File: src/rtl/stage_if_pkg.sv
// Shared types and constants for the instruction-fetch stage: widths, reset PC,
// bubble encoding, fetch FSM states and the {pc,inst} entry carried through IF.
package stage_if_pkg;

  localparam int PC_WIDTH       = 32;
  localparam int INST_WIDTH     = 32;
  localparam int REG_ADDR_WIDTH = 5;

  localparam logic [PC_WIDTH-1:0]   RESET_PC = '0;
  localparam logic [INST_WIDTH-1:0] NOP_INST = 32'h0000_0013;

  typedef enum logic [1:0] {
    FETCH_S_REQ  = 2'd0,
    FETCH_S_WAIT = 2'd1,
    FETCH_S_DROP = 2'd2,
    FETCH_S_HOLD = 2'd3
  } fetch_state_e;

  typedef struct packed {
    logic [PC_WIDTH-1:0]   pc;
    logic [INST_WIDTH-1:0] inst;
  } fetch_entry_t;

  typedef struct packed {
    logic                  valid;
    logic [PC_WIDTH-1:0]   pc;
    logic [INST_WIDTH-1:0] inst;
  } if_id_t;

  function automatic logic [PC_WIDTH-1:0] align_pc(input logic [PC_WIDTH-1:0] pc);
    return {pc[PC_WIDTH-1:2], 2'b00};
  endfunction

  function automatic logic [REG_ADDR_WIDTH-1:0] rs1_of(input logic [INST_WIDTH-1:0] inst);
    return inst[19:15];
  endfunction

  function automatic logic [REG_ADDR_WIDTH-1:0] rs2_of(input logic [INST_WIDTH-1:0] inst);
    return inst[24:20];
  endfunction

endpackage

File: src/rtl/stage_if_if.sv
// Instruction-memory fetch port: request/grant address phase, then one
// rvalid/rdata response per granted request.
interface stage_if_if;
  import stage_if_pkg::*;

  logic                  req;
  logic [PC_WIDTH-1:0]   addr;
  logic                  gnt;
  logic                  rvalid;
  logic [INST_WIDTH-1:0] rdata;

  modport master (output req, addr, input gnt, rvalid, rdata);
  modport slave  (input req, addr, output gnt, rvalid, rdata);
endinterface

File: src/rtl/stage_if_skid_buf.sv
// One-entry {pc,inst} holding buffer for a fetched word that arrives while
// decode is stalled. Clear wins over load, load wins over drain.
module stage_if_skid_buf
  import stage_if_pkg::*;
(
  input  logic         clk,
  input  logic         reset_n,
  input  logic         load,
  input  logic         drain,
  input  logic         clear,
  input  fetch_entry_t din,
  output fetch_entry_t dout,
  output logic         full
);

  fetch_entry_t entry;

  always_ff @(posedge clk) begin
    if (!reset_n)   full <= 1'b0;
    else if (clear) full <= 1'b0;
    else if (load)  full <= 1'b1;
    else if (drain) full <= 1'b0;
  end

  // NOTE: the payload has no reset; it is only ever observed while full is set.
  always_ff @(posedge clk) begin
    if (load) entry <= din;
  end

  assign dout = entry;

endmodule

File: src/rtl/stage_if.sv
// Instruction-fetch stage: owns fetch_pc, runs one-outstanding IMEM requests,
// drops responses killed by a redirect and loads the IF/ID register.
module stage_if
  import stage_if_pkg::*;
(
  input  logic                      clk,
  input  logic                      reset_n,
  input  logic                      pc_sel,
  input  logic [PC_WIDTH-1:0]       pc_imm,
  input  logic                      if_flush,
  input  logic                      id_stall,
  stage_if_if.master                imem,
  output logic                      if_id_valid,
  output logic [PC_WIDTH-1:0]       if_id_pc,
  output logic [INST_WIDTH-1:0]     if_id_inst,
  output logic [REG_ADDR_WIDTH-1:0] if_id_rs1,
  output logic [REG_ADDR_WIDTH-1:0] if_id_rs2
);

  fetch_state_e        state, state_n;
  logic [PC_WIDTH-1:0] fetch_pc, fetch_pc_n;
  if_id_t              if_id, if_id_n;
  logic                word_take, skid_load, skid_drain, skid_full;
  fetch_entry_t        skid_out;
  logic [PC_WIDTH-1:0] target, pc_plus4;

  assign target   = align_pc(pc_imm);
  assign pc_plus4 = fetch_pc + PC_WIDTH'(4);

  stage_if_skid_buf u_skid (
    .clk     (clk),
    .reset_n (reset_n),
    .load    (skid_load),
    .drain   (skid_drain),
    .clear   (pc_sel),
    .din     ('{pc: fetch_pc, inst: imem.rdata}),
    .dout    (skid_out),
    .full    (skid_full)
  );

  // NOTE: every always_comb output gets a default first so no path infers a latch.
  always_comb begin
    state_n    = state;
    fetch_pc_n = fetch_pc;
    word_take  = 1'b0;
    skid_load  = 1'b0;
    skid_drain = 1'b0;
    unique case (state)
      FETCH_S_REQ: begin
        if (pc_sel)   fetch_pc_n = target;
        if (imem.gnt) state_n = pc_sel ? FETCH_S_DROP : FETCH_S_WAIT;
      end
      FETCH_S_WAIT: begin
        if (pc_sel) begin
          fetch_pc_n = target;
          state_n    = imem.rvalid ? FETCH_S_REQ : FETCH_S_DROP;
        end else if (imem.rvalid) begin
          fetch_pc_n = pc_plus4;
          if (id_stall) begin
            skid_load = 1'b1;
            state_n   = FETCH_S_HOLD;
          end else begin
            word_take = 1'b1;
            state_n   = FETCH_S_REQ;
          end
        end
      end
      FETCH_S_DROP: begin
        if (pc_sel)      fetch_pc_n = target;
        if (imem.rvalid) state_n = FETCH_S_REQ;
      end
      FETCH_S_HOLD: begin
        if (pc_sel) begin
          fetch_pc_n = target;
          state_n    = FETCH_S_REQ;
        end else if (!id_stall) begin
          skid_drain = skid_full;
          state_n    = FETCH_S_REQ;
        end
      end
      default: state_n = FETCH_S_REQ;
    endcase
  end

  // Flush beats stall; with neither, IF/ID takes a new word or becomes a bubble.
  always_comb begin
    if_id_n = if_id;
    if (if_flush) begin
      if_id_n.valid = 1'b0;
      if_id_n.inst  = NOP_INST;
    end else if (!id_stall) begin
      if (word_take) begin
        if_id_n = '{valid: 1'b1, pc: fetch_pc, inst: imem.rdata};
      end else if (skid_drain) begin
        if_id_n = '{valid: 1'b1, pc: skid_out.pc, inst: skid_out.inst};
      end else begin
        if_id_n.valid = 1'b0;
        if_id_n.inst  = NOP_INST;
      end
    end
  end

  // NOTE: sequential state uses non-blocking assignments so every register
  // samples pre-edge values regardless of process ordering.
  always_ff @(posedge clk) begin
    if (!reset_n) begin
      state     <= FETCH_S_REQ;
      fetch_pc  <= RESET_PC;
      if_id     <= '{valid: 1'b0, pc: RESET_PC, inst: NOP_INST};
      if_id_rs1 <= '0;
      if_id_rs2 <= '0;
    end else begin
      state     <= state_n;
      fetch_pc  <= fetch_pc_n;
      if_id     <= if_id_n;
      if_id_rs1 <= rs1_of(if_id_n.inst);
      if_id_rs2 <= rs2_of(if_id_n.inst);
    end
  end

  // Request is masked while reset is held so IMEM never grants a dying fetch.
  assign imem.req  = (state == FETCH_S_REQ) && reset_n;
  assign imem.addr = fetch_pc;

  assign if_id_valid = if_id.valid;
  assign if_id_pc    = if_id.pc;
  assign if_id_inst  = if_id.inst;

endmodule

File: src/flat_wrapper.sv
// flat-port wrapper written by rule: the top's interface ports become plain ports
module stage_if_flat import stage_if_pkg::*;
  (clk, reset_n, pc_sel, pc_imm, if_flush, id_stall, if_id_valid, if_id_pc, if_id_inst, if_id_rs1, if_id_rs2, imem_req, imem_addr, imem_gnt, imem_rvalid, imem_rdata);
  stage_if_if imem_i ();
  input  logic clk;
  input  logic reset_n;
  input  logic pc_sel;
  input  logic [PC_WIDTH-1:0] pc_imm;
  input  logic if_flush;
  input  logic id_stall;
  output logic if_id_valid;
  output logic [PC_WIDTH-1:0] if_id_pc;
  output logic [INST_WIDTH-1:0] if_id_inst;
  output logic [REG_ADDR_WIDTH-1:0] if_id_rs1;
  output logic [REG_ADDR_WIDTH-1:0] if_id_rs2;
  output wire logic [$bits(imem_i.req)-1:0] imem_req;
  output wire logic [$bits(imem_i.addr)-1:0] imem_addr;
  input wire logic [$bits(imem_i.gnt)-1:0] imem_gnt;
  input wire logic [$bits(imem_i.rvalid)-1:0] imem_rvalid;
  input wire logic [$bits(imem_i.rdata)-1:0] imem_rdata;
  assign imem_req = imem_i.req;
  assign imem_addr = imem_i.addr;
  assign imem_i.gnt = imem_gnt;
  assign imem_i.rvalid = imem_rvalid;
  assign imem_i.rdata = imem_rdata;
  stage_if u_core (.clk(clk), .reset_n(reset_n), .pc_sel(pc_sel), .pc_imm(pc_imm), .if_flush(if_flush), .id_stall(id_stall), .imem(imem_i), .if_id_valid(if_id_valid), .if_id_pc(if_id_pc), .if_id_inst(if_id_inst), .if_id_rs1(if_id_rs1), .if_id_rs2(if_id_rs2));
endmodule
File: config.mk
export PLATFORM = sky130hd
export DESIGN_NAME = stage_if_flat
export DESIGN_NICKNAME = d
export VERILOG_FILES = /design/src/rtl/stage_if_pkg.sv /design/src/rtl/stage_if_if.sv /design/src/rtl/stage_if_skid_buf.sv /design/src/rtl/stage_if.sv /design/src/flat_wrapper.sv
export SDC_FILE = /design/constraint.sdc
export NUM_CORES = 1
export LEC_CHECK = 0
export ABC_AREA = 0
export BUFFER_PORTS_ARGS = -buffer_cell sky130_fd_sc_hd__clkbuf_2
export CORE_MARGIN = 1
export CORE_UTILIZATION = 55
export DETAILED_ROUTE_END_ITERATION = 10
export GPL_TIMING_DRIVEN = 0
export PLACE_DENSITY = 0.8
export REMOVE_ABC_BUFFERS = 1
export SLEW_MARGIN = 20
export SYNTH_ARGS = -nofsm -noshare
export SYNTH_HDL_FRONTEND = slang
export SYNTH_SLANG_ARGS = --single-unit
export TNS_END_PERCENT = 10
File: constraint.sdc
create_clock -name clk -period 4.9 [get_ports clk]
set_input_delay 0.49 -clock clk [delete_from_list [all_inputs] [get_ports clk]]
set_output_delay 0.49 -clock clk [all_outputs]
set_load 0.05 [all_outputs]
### Yosys cells after proc, flatten, opt, wreduce, memory -nomap -nowiden

Index checks and enable logic that the tools add are counted.

* add/sub/neg operators: 1
* equality and inequality tests: 8
* multiplexer cells: 33
* bitwise logic cells: 3
* reduce and logical (&&, ||, !) cells: 10

Operators by type and width (number)
* $mux W32: 5
* $mux W65: 1
* $pmux W32 S2: 1
* $mux W25: 2
* $add A32 B3 Y32 const B: 1
* $mux W2: 9
* $mux W1: 14
* $pmux W2 S4: 1
* $ne A3 B3 Y1 const B: 2
* $eq A2 B2 Y1 const B: 2
* $ne A2 B2 Y1 const B: 2
* $reduce_and A4 Y1: 1
* $reduce_bool A2 Y1: 2
* $reduce_or A2 Y1: 2
* $not A1 Y1: 3
* $reduce_and A3 Y1: 1
* $reduce_or A3 Y1: 1
* $eq A2 B1 Y1 const B: 1
* $logic_not A2 Y1: 1
* $ne A2 B1 Y1 const B: 1
* $reduce_and A2 Y1: 1
* $logic_and A1 B1 Y1: 1

* register bits: 174
* input port bits: 71
* output and inout bits: 108
* logic and storage cells: 66

### Longest topological paths before layout

Gate-level depths: netlist (run 1).

* depth in word-level cells: 7
* mapped depth: 7
* depth with buffers taken out: 5

### By module

A second synthesis (run 1) with hierarchy kept.

* cell total of the unflattened synthesis: 617
* area total of the unflattened synthesis: 6552.5 um^2

Modules (own cells, without submodules)
* stage_if: instances 1, cells each 549, area an instance 4590.7 um^2, seq. area each 1941.9 um^2
* stage_if_skid_buf: instances 1, cells each 68, area an instance 1961.9 um^2, seq. area each 1941.9 um^2

### Worst setup path before layout (run 1)

OpenSTA, ideal clock, no wires.

* path kind: input to register
* start: input imem_rvalid
* end: register u_core.u_skid.entry, in the netlist u_core.u_skid.dout[0], enable pin
* setup time: 0.428 ns
* data arrival time: 2.525 ns
* required time: 4.472 ns
* path slack: 1.948 ns
* cell stages on the path: 4
* buffers on the path: 2
* cell sequence: buf_2 -> and3b_1 -> buf_2 -> and3_1

* word-level cells in the longest chain between the ends: 3

Ends and longest elaborated chain
* start: declaration: line flat_wrapper.sv:19 `input wire logic [$bits(imem_i.rvalid)-1:0] imem_rvalid;`
* $mux W1: line stage_if.sv:57 `end else if (imem.rvalid) begin`
* $mux W1: line stage_if.sv:54 `if (pc_sel) begin`
* $mux W1: line stage_if.sv:48 `unique case (state)`
* named net u_core.skid_load: line stage_if.sv:23 `logic word_take, skid_load, skid_drain, skid_full;`
* end signal: assignment: line stage_if_skid_buf.sv:27 `if (load) entry <= din;`
* end: declaration: line stage_if_skid_buf.sv:16 `fetch_entry_t entry;`

The timed path passes the listed nets, and every way through them passes these cells.
A chain may end at the register's enable or synchronous reset.

### Worst setup path in the final report (run 1)

* start: input id_stall
* end: register u_core.if_id, in the netlist u_core.if_id_pc[9]

* word-level cells in the longest chain between the ends: 6
* elaborated cells between the ends (all ways): 11
* those cells by class: mux: 8; bitwise: 1; reduce/logical: 2

Ends and longest elaborated chain
* start: declaration: line flat_wrapper.sv:10 `input logic id_stall;`
* $mux W1: line stage_if.sv:59 `if (id_stall) begin`
* $mux W1: line stage_if.sv:57
* $mux W1: line stage_if.sv:54
* $mux W1: line stage_if.sv:48
* $reduce_bool A2 Y1 (no source line)
* $reduce_and A3 Y1 (no source line)
* end signal: assignment: line stage_if.sv:109 `if_id <= '{valid: 1'b0, pc: RESET_PC, inst: NOP_INST};`
* end signal: assignment: line stage_if.sv:115 `if_id <= if_id_n;`
* end: declaration: line stage_if.sv:22 `if_id_t if_id, if_id_n;`

Parallel ways exist; a longest one is shown, timed or not.

==> results of run 1 <==
-- synthesized netlist by cell type (all sizes together), types with 2 or more instances --
master | n | area share (%)
or2 | 2 | 0.17
and4 | 5 | 0.61
a31oi | 10 | 0.86
edfxtp | 62 | 26
buf | 27 | 2.4
nor2b | 30 | 2.6
or3 | 3 | 0.28
xnor2 | 2 | 0.24
or4 | 8 | 0.85
and2 | 3 | 0.26
o211ai | 6 | 0.62
a2111oi | 30 | 3.6
a311oi | 8 | 0.97
nand4bb | 2 | 0.31
a211oi | 32 | 3.3
o21ai | 21 | 1.5
o22ai | 4 | 0.35
a221oi | 29 | 3.5
nor2 | 13 | 0.67
o311a | 2 | 0.28
nand2b | 6 | 0.52
mux2i | 2 | 0.28
nand3b | 3 | 0.31
clkbuf | 55 | 2.9
nand4 | 16 | 1.5
nor3 | 40 | 2.8
o31a | 3 | 0.36
dfxtp | 96 | 27
a21oi | 14 | 0.97
xor2 | 3 | 0.36
nor4 | 7 | 0.61
inv | 37 | 1.9
nand3 | 11 | 0.83
a21o | 5 | 0.52
o31ai | 7 | 0.73
and3 | 5 | 0.45
nand2 | 18 | 0.93
o21a | 31 | 3.2
nor3b | 29 | 3.0
-- metal layers --
layer	wire, um	GRT usage (%)	share of wire [%]	vias up
met5	0	0	0	-
met4	329	10.8	1.7	0
met3	1350	6.18	7.1	29
met2	9120	45.2	48	269
met1	8090	39.2	43	3029
li1	-	-	-	2948
-- cells by family (layout without fill, tap and decap cells) --
| kind of cell | after synthesis | in the layout | synth area share [%] |
|---|---|---|---|
| compound gates | 212 | 212 | 22.1 |
| xor+xnor | 5 | 5 | 0.605 |
| fa+ha+maj | 1 | 1 | 0.173 |
| buf+inv | 119 | 244 | 7.16 |
| flops | 158 | 158 | 52.3 |
| mux | 2 | 2 | 0.277 |
| other cells | 1 | 4 | 0.0518 |
| simple gates | 207 | 207 | 17.4 |
-- final timing paths --
path | from | endpoint | slack [ps] | depth (start not counted)
worst max register to register | u_core.state[0] | u_core.if_id_pc[9] | 1840 | 5
worst min-delay path | imem_rdata[27] | u_core.u_skid.dout[27] | 240 | 1
worst min register to register | u_core.if_id_pc[23] | u_core.if_id_pc[23] | 460 | 2
worst max-delay path | id_stall | u_core.if_id_pc[9] | 1640 | 6
-- flip-flops by register name, summed over array words and instances, names as in the netlist --
signal	count
u_core.if_id_pc	30
u_core.if_id_valid	1
u_core.imem.addr	30
u_core.if_id_inst	28
u_core.u_skid.dout	62
u_core.state	2
u_core.u_skid.full	1
u_core.if_id_rs1	4
-- power by group through the flow --
| stage | Clock, mW | Sequential [mW] | Combinational [mW] |
|---|---|---|---|
| finish | 1.22 | 1.46 | 0.307 |
| global route | 1.28 | 1.46 | 0.328 |
| CTS | 1.23 | 1.46 | 0.307 |
| detailed placement | 0 | 1.48 | 0.305 |
| global placement | 0 | 1.48 | 0.295 |
| floorplan | 0 | 1.57 | 0.0992 |
-- final cells by class --
type                    count  area [sq um]  area share (%)
well taps                 172           215            2.50
repair buffers            175           928            10.8
flip-flops and latches    158          3790            44.1
clock inverters            15           114            1.33
inverters                  37           139            1.62
clock buffers              17           425            4.95
multi-input cells         431          2980            34.7
-- metrics by stage --
step | cells | cell area [sq um] | power (mW) | TNS (ps)
6_report | 1005 | 8590 | 2.98 | 0
5_1_grt | 1005 | 8590 | 3.08 | 0
4_1_cts | 1005 | 8590 | 2.99 | 0
3_5_place_dp | 973 | 8050 | 1.79 | 0
3_3_place_gp | 970 | 7950 | 1.78 | -23220
2_1_floorplan | 626 | 6870 | 1.67 | 0
-- critical path, cell delays in order --
cell and delay (ps):
buf_2 780, nand4bb_4 530, buf_16 240, or2_2 570, a21o_2 680, a211oi_1 200
==> key figures, run 1 <==
Status
  – Status: finished with violations
  – Failing checks: design-rule violations

Timing
  – PnR worst setup slack: 1640 ps
  – Tmin final: 3260 ps
  – Final Max Slew Viols: 0
  – Slew @ Worst Pin: 1050 ps
  – Hold Vio Cnt, Final: 0
  – Final setup vio count: 0
  – Fmax: 307 MHz
  – Hold_ws: 244 ps
  – Clock skew: 8.66 ps
  – Slew Limit Headroom: 30.3%
  – Tcrit/Tclk final: 66.5%
  – RSZ-0062 raised after global routing: no

Routing
  – Drt pass-1 iters: 8
  – Via Count: 6275
  – Wire per inst: 18.8 um
  – Post-Route WL: 18900 um
  – Final ANT Viol Nets: 0
  – Detailed-route DRC error count: 1
  – Vias per Instance: 6.24
  – Initial detailed-routing violation count: 587

GRT
  – First-pass GRT wire length: 29700 um
  – Largest net degree at the start of global routing: 74
  – Initial antenna violation count: 0
  – Total GRT Usage: 28.8%
  – Vias in the first global route: 5755
  – Grt total ovfl: 0

Pwr
  – Pint: 2.14 mW
  – Comb power frac: 10.3%
  – Switching Fraction: 28.3%
  – Switching Power: 845 uW
  – Clock power frac: 40.9%
  – Worst-case vdd ir drop: 0.000216 V
  – PD cells: 347 mW/mm^2
  – Sequential power share: 48.8%
  – Leakage: 3.08 nW

Critical path
  – Critical path arrival: 3520 ps
  – CP endpoint kind: register
  – Type of origin of the critical path: input port
  – Crit Path Class: in -> reg
  – Critical Path RT: 5170 ps
  – CP max FO: 70

Die
  – Rows: 41
  – I/O pin count: 179
  – Die span in y: 117 um
  – Starting Density: 56.9%
  – Die area: 0.0136 sq mm
  – Die X-Extent: 117 um
  – Core Area: 0.0127 sq mm

Clock tree
  – Clk buf depth: 2
  – Post-CTS Setup Inserts: 0
  – Clk_lat worst skew: 440 ps
  – CTS tree: done
  – CTS Sinks: 158
  – Cts hold-fix bufs: 0
  – CTS root buf: clkbuf_16
  – H-tree levels: 4
  – Clock slew at reported path FFs: 70 ps
  – CTS resizes: 0
  – CTS Buf Count: 17

Job
  – Number of max-cap violations: 0

Placement
  – Number of port buffers: 172
  – Global placer's final weighted congestion: 0.841
  – Pre-CTS WS: 464 ps
  – HPWL Detailed: 12000 um

Cells and area
  – Layout cells sized above 1: 27.0%
  – Area growth syn-to-layout: 18.7%
  – Most common cell after layout, fill and taps aside: clkbuf_2
  – # fillers: 1036
  – Antenna cells: 0
  – Final Util: 67.5%
  – Final #Nets: 892
  – Most frequent cells in the layout: clkbuf_2 (171), dfxtp_1 (95), edfxtp_1 (62)

Worst hold path
  – HP Class: in -> reg

Synthesis
  – #FFs+latches synth: 158
  – Main synth FF type: dfxtp_1
  – Library cells used by synthesis: 66
  – Seq/Total Area, Yosys: 52.3%
  – Synth Cell Area: 0.00724 sq mm
  – EDFF count, synth: 62
  – Asr flop ratio synth: 0%
  – Synth warn: 0
  – Mean Syn Cell Area: 10.3 sq um
  – Gate Count Post-Synth: 705
Note: power is estimated with default switching activity, not from simulation.
==> run 2, diff against run 1 <==
--- a/config.mk
+++ b/config.mk
@@ -5,13 +5,13 @@
 export SDC_FILE = /design/constraint.sdc
 export NUM_CORES = 1
 export LEC_CHECK = 0
-export ABC_AREA = 0
+export ABC_AREA = 1
 export BUFFER_PORTS_ARGS = -buffer_cell sky130_fd_sc_hd__clkbuf_2
 export CORE_MARGIN = 1
-export CORE_UTILIZATION = 55
+export CORE_UTILIZATION = 54
 export DETAILED_ROUTE_END_ITERATION = 10
 export GPL_TIMING_DRIVEN = 0
-export PLACE_DENSITY = 0.8
+export PLACE_DENSITY = 0.79
 export REMOVE_ABC_BUFFERS = 1
 export SLEW_MARGIN = 20
 export SYNTH_ARGS = -nofsm -noshare
==> constraint.sdc (replaced) <==
create_clock -name clk -period 3.41 [get_ports clk]
set_input_delay 0.341 -clock clk [delete_from_list [all_inputs] [get_ports clk]]
set_output_delay 0.341 -clock clk [all_outputs]
set_load 0.05 [all_outputs]
==> run 2 against run 1 <==
The flow now finishes without violations; sequential share of layout area fell by 0.44 points; global-route usage about the same; via count grew 7.6%; sequential power increased by 42%; cell count grew 25%; clock power rose by 41%; first-iteration DRC count rose by 25%; largest power group unchanged; clock-buffer cell count is 2 higher; non-clock buffer count increased by 1.
==> key figures, run 2 <==
Critical path
  – Critical Path RT: 3730 ps (-1440 ps)
  – CP endpoint kind: register
  – Critical path arrival: 3310 ps (-210 ps)
  – Type of origin of the critical path: register
  – CP max FO: 29 (-59%)
  – Crit Path Class: reg -> reg
  – Max stage delay on crit path: 530 ps (-250 ps)
  – CP most frequent cell: nor2_1
  – Worst-path cell chain: nand2_1 > nor2_4 > nand3_4 > a21oi_4 > inv_1 > nor2_1 > nor2_1
  – Crit-path slowest cell: a21oi_4
  – Buf/Inv on CP: 1 (-1)
  – CP delay by family, top: simple AND/OR/NAND/NOR gates

Clock tree
  – Clk buf depth: 2 (unchanged)
  – Post-CTS Setup Inserts: 0 (unchanged)
  – CTS tree: done
  – CTS root buf: clkbuf_16
  – H-tree levels: 4 (unchanged)
  – CTS Buf Count: 17 (unchanged)
  – Cts hold-fix bufs: 0 (unchanged)
  – Clock slew at reported path FFs: 60 ps (about the same)
  – CTS Sinks: 158 (unchanged)
  – Clk_lat worst skew: 440 ps (about the same)

Pwr
  – Worst-case vdd ir drop: 0.000436 V (+100%)
  – Pint: 3.07 mW (+43%)
  – Comb power frac: 10.3% (about the same)
  – Leakage: 3.91 nW (+27%)
  – PD cells: 488 mW/mm^2 (+40%)
  – Clock power frac: 40.8% (about the same)
  – Sequential power share: 48.9% (about the same)
  – Switching Power: 1.16 mW (+38%)
  – Switching Fraction: 27.5% (-0.82 points)
  – Overall Power: 4.23 mW (+42%)

Routing
  – Post-Route WL: 19500 um (+3.4%)
  – Detailed-route DRC error count: 0 (-1)
  – Vias per Instance: 5.36 (-14%)
  – Via Count: 6751 (+7.6%)
  – Wire per inst: 15.5 um (-17%)
  – Initial detailed-routing violation count: 731 (+25%)
  – Final ANT Viol Nets: 0 (unchanged)
  – Drt pass-1 iters: 5 (-3)

GRT
  – Vias in the first global route: 6100 (+6.0%)
  – Total GRT Usage: 28.8% (about the same)
  – Largest net degree at the start of global routing: 43 (-42%)
  – First-pass GRT wire length: 31100 um (+4.8%)
  – Initial antenna violation count: 0 (unchanged)
  – Grt total ovfl: 0 (unchanged)

Synthesis
  – Mean Syn Cell Area: 7.79 sq um (-24%)
  – Top post-synthesis cells by area: dfxtp_1 (27%), edfxtp_1 (26%), nand2_1 (15%)
  – EDFF count, synth: 62 (unchanged)
  – Top-count cell post-synth: nand2_1
  – Synth warn: 0 (unchanged)
  – #FFs+latches synth: 158 (unchanged)
  – Largest area contributor in the netlist: dfxtp_1
  – Synth Cell Area: 0.00723 sq mm (-0.16%)
  – Synth top cells by count: nand2_1 (288), nor2_1 (129), dfxtp_1 (96)
  – Synth top area share: 26.6% (+0.041 points)
  – Seq/Total Area, Yosys: 52.4% (+0.081 points)
  – Asr flop ratio synth: 0% (unchanged)
  – Library cells used by synthesis: 35 (-47%)
  – Gate Count Post-Synth: 928 (+32%)
  – Main synth FF type: dfxtp_1

Die
  – Die area: 0.0138 sq mm (+1.7%)
  – Die span in y: 118 um (+0.83%)
  – Starting Density: 56.3% (-0.54 points)
  – Core Area: 0.0128 sq mm (+0.81%)
  – Rows: 41 (unchanged)
  – I/O pin count: 179 (unchanged)
  – Die X-Extent: 118 um (+0.83%)

Cells and area
  – Most common cell after layout, fill and taps aside: nand2_1
  – Antenna cells: 0 (unchanged)
  – Max FFs per register: 62 (unchanged)
  – Most frequent cells in the layout: nand2_1 (288), clkbuf_2 (172), nor2_1 (127)
  – Layout cells sized above 1: 20.5% (-6.5 points)
  – Final Instance Count excl. Fillers: 1259 (+25%)
  – Final #Nets: 1146 (+28%)
  – Area growth syn-to-layout: 20.0%

Timing
  – RSZ-0062 raised after global routing: no
  – Post-Route Setup TNS: 0 ps (unchanged)
  – Hold_ws: 89.7 ps (-154 ps)
  – Tcrit/Tclk final: 87.7%
  – Tmin final: 2990 ps
  – Final Max Slew Viols: 0 (unchanged)
  – Slew Limit Headroom: 34.0% (+3.6 points)
  – PnR worst setup slack: 421 ps (-1220 ps)
  – Slew @ Worst Pin: 989 ps (-55.5 ps)
  – Hold Vio Cnt, Final: 0 (unchanged)
  – Fmax: 335 MHz
  – Final setup vio count: 0 (unchanged)
  – Clock skew: 8.22 ps (-0.445 ps)

Status
  – Status: completed

Job
  – Number of max-cap violations: 0 (unchanged)

Placement
  – Placed insts: 1223 (+26%)
  – Number of port buffers: 172 (unchanged)
  – Pre-CTS WS: -1470 ps (-1930 ps)
  – HPWL Detailed: 12200 um (+2.3%)
  – Global placer's final weighted congestion: 0.888 (+5.6%)

Worst hold path
  – HP Class: in -> reg
run 2: kinds of logic after synthesis:
kind of cell / count (synthesis) / synth area share [%]
and+or+nand+nor: 516 / 28.9
DFF: 158 / 52.4
buffers and inverters: 130 / 8.78
AOI/OAI and AO/OA: 122 / 9.73
adders and majority gates: 1 / 0.173
other: 1 / 0.0519
run 2: path summary, 6_finish.rpt:
| check | from | endpoint | slack [ps] | cells past startpoint |
|---|---|---|---|---|
| worst max-delay path | u_core.state[0] | u_core.if_id_pc[25] | 420 | 7 |
| worst min register to register | u_core.if_id_inst[0] | u_core.if_id_inst[0] | 480 | 2 |
| worst min-delay path | imem_rdata[0] | u_core.u_skid.dout[0] | 90 | 1 |
| worst max register to register | u_core.state[0] | u_core.if_id_pc[25] | 420 | 7 |
run 2: per-layer routing:
metal	routed length, um	track usage (%)	part of all wire [%]
met1	8350	37.1	43
met2	9190	47.5	47
met3	1590	6.73	8.2
met4	396	9.78	2.0
met5	0	0	0
run 2: power groups by stage:
stage	logic [mW]	registers [mW]	clock network [mW]
6_report	0.437	2.07	1.72
3_3_place_gp	0.413	2.11	0
4_1_cts	0.432	2.07	1.74
3_5_place_dp	0.426	2.11	0
5_1_grt	0.471	2.07	1.83
2_1_floorplan	0.153	2.21	0
run 2: final cells by class:
| class | instances | area, sq um |
|---|---|---|
| Timing Repair Buffer | 176 | 971 |
| Multi-Input combinational cell | 647 | 2880 |
| Inverter | 74 | 283 |
| Clock inverter | 13 | 91.3 |
| Fill cell | 1087 | 4160 |
| Tap cell | 172 | 215 |
| Clock buffer | 19 | 443 |
| Sequential cell | 158 | 3780 |
run 2: stage by stage:
step | utilization (%) | area, sq um
floorplan | - | 6890
global placement | 62.1 | 7960
detailed placement | 63.1 | 8090
CTS | 67.5 | 8660
global route | 67.6 | 8670
finish | 67.6 | 8670
run 2: repair_timing:
item	CTS	global route
pin swaps	2	1
resized for setup	1	0
hold endpoints to repair	0	0
setup endpoints to repair	30	4
gates cloned	3	1
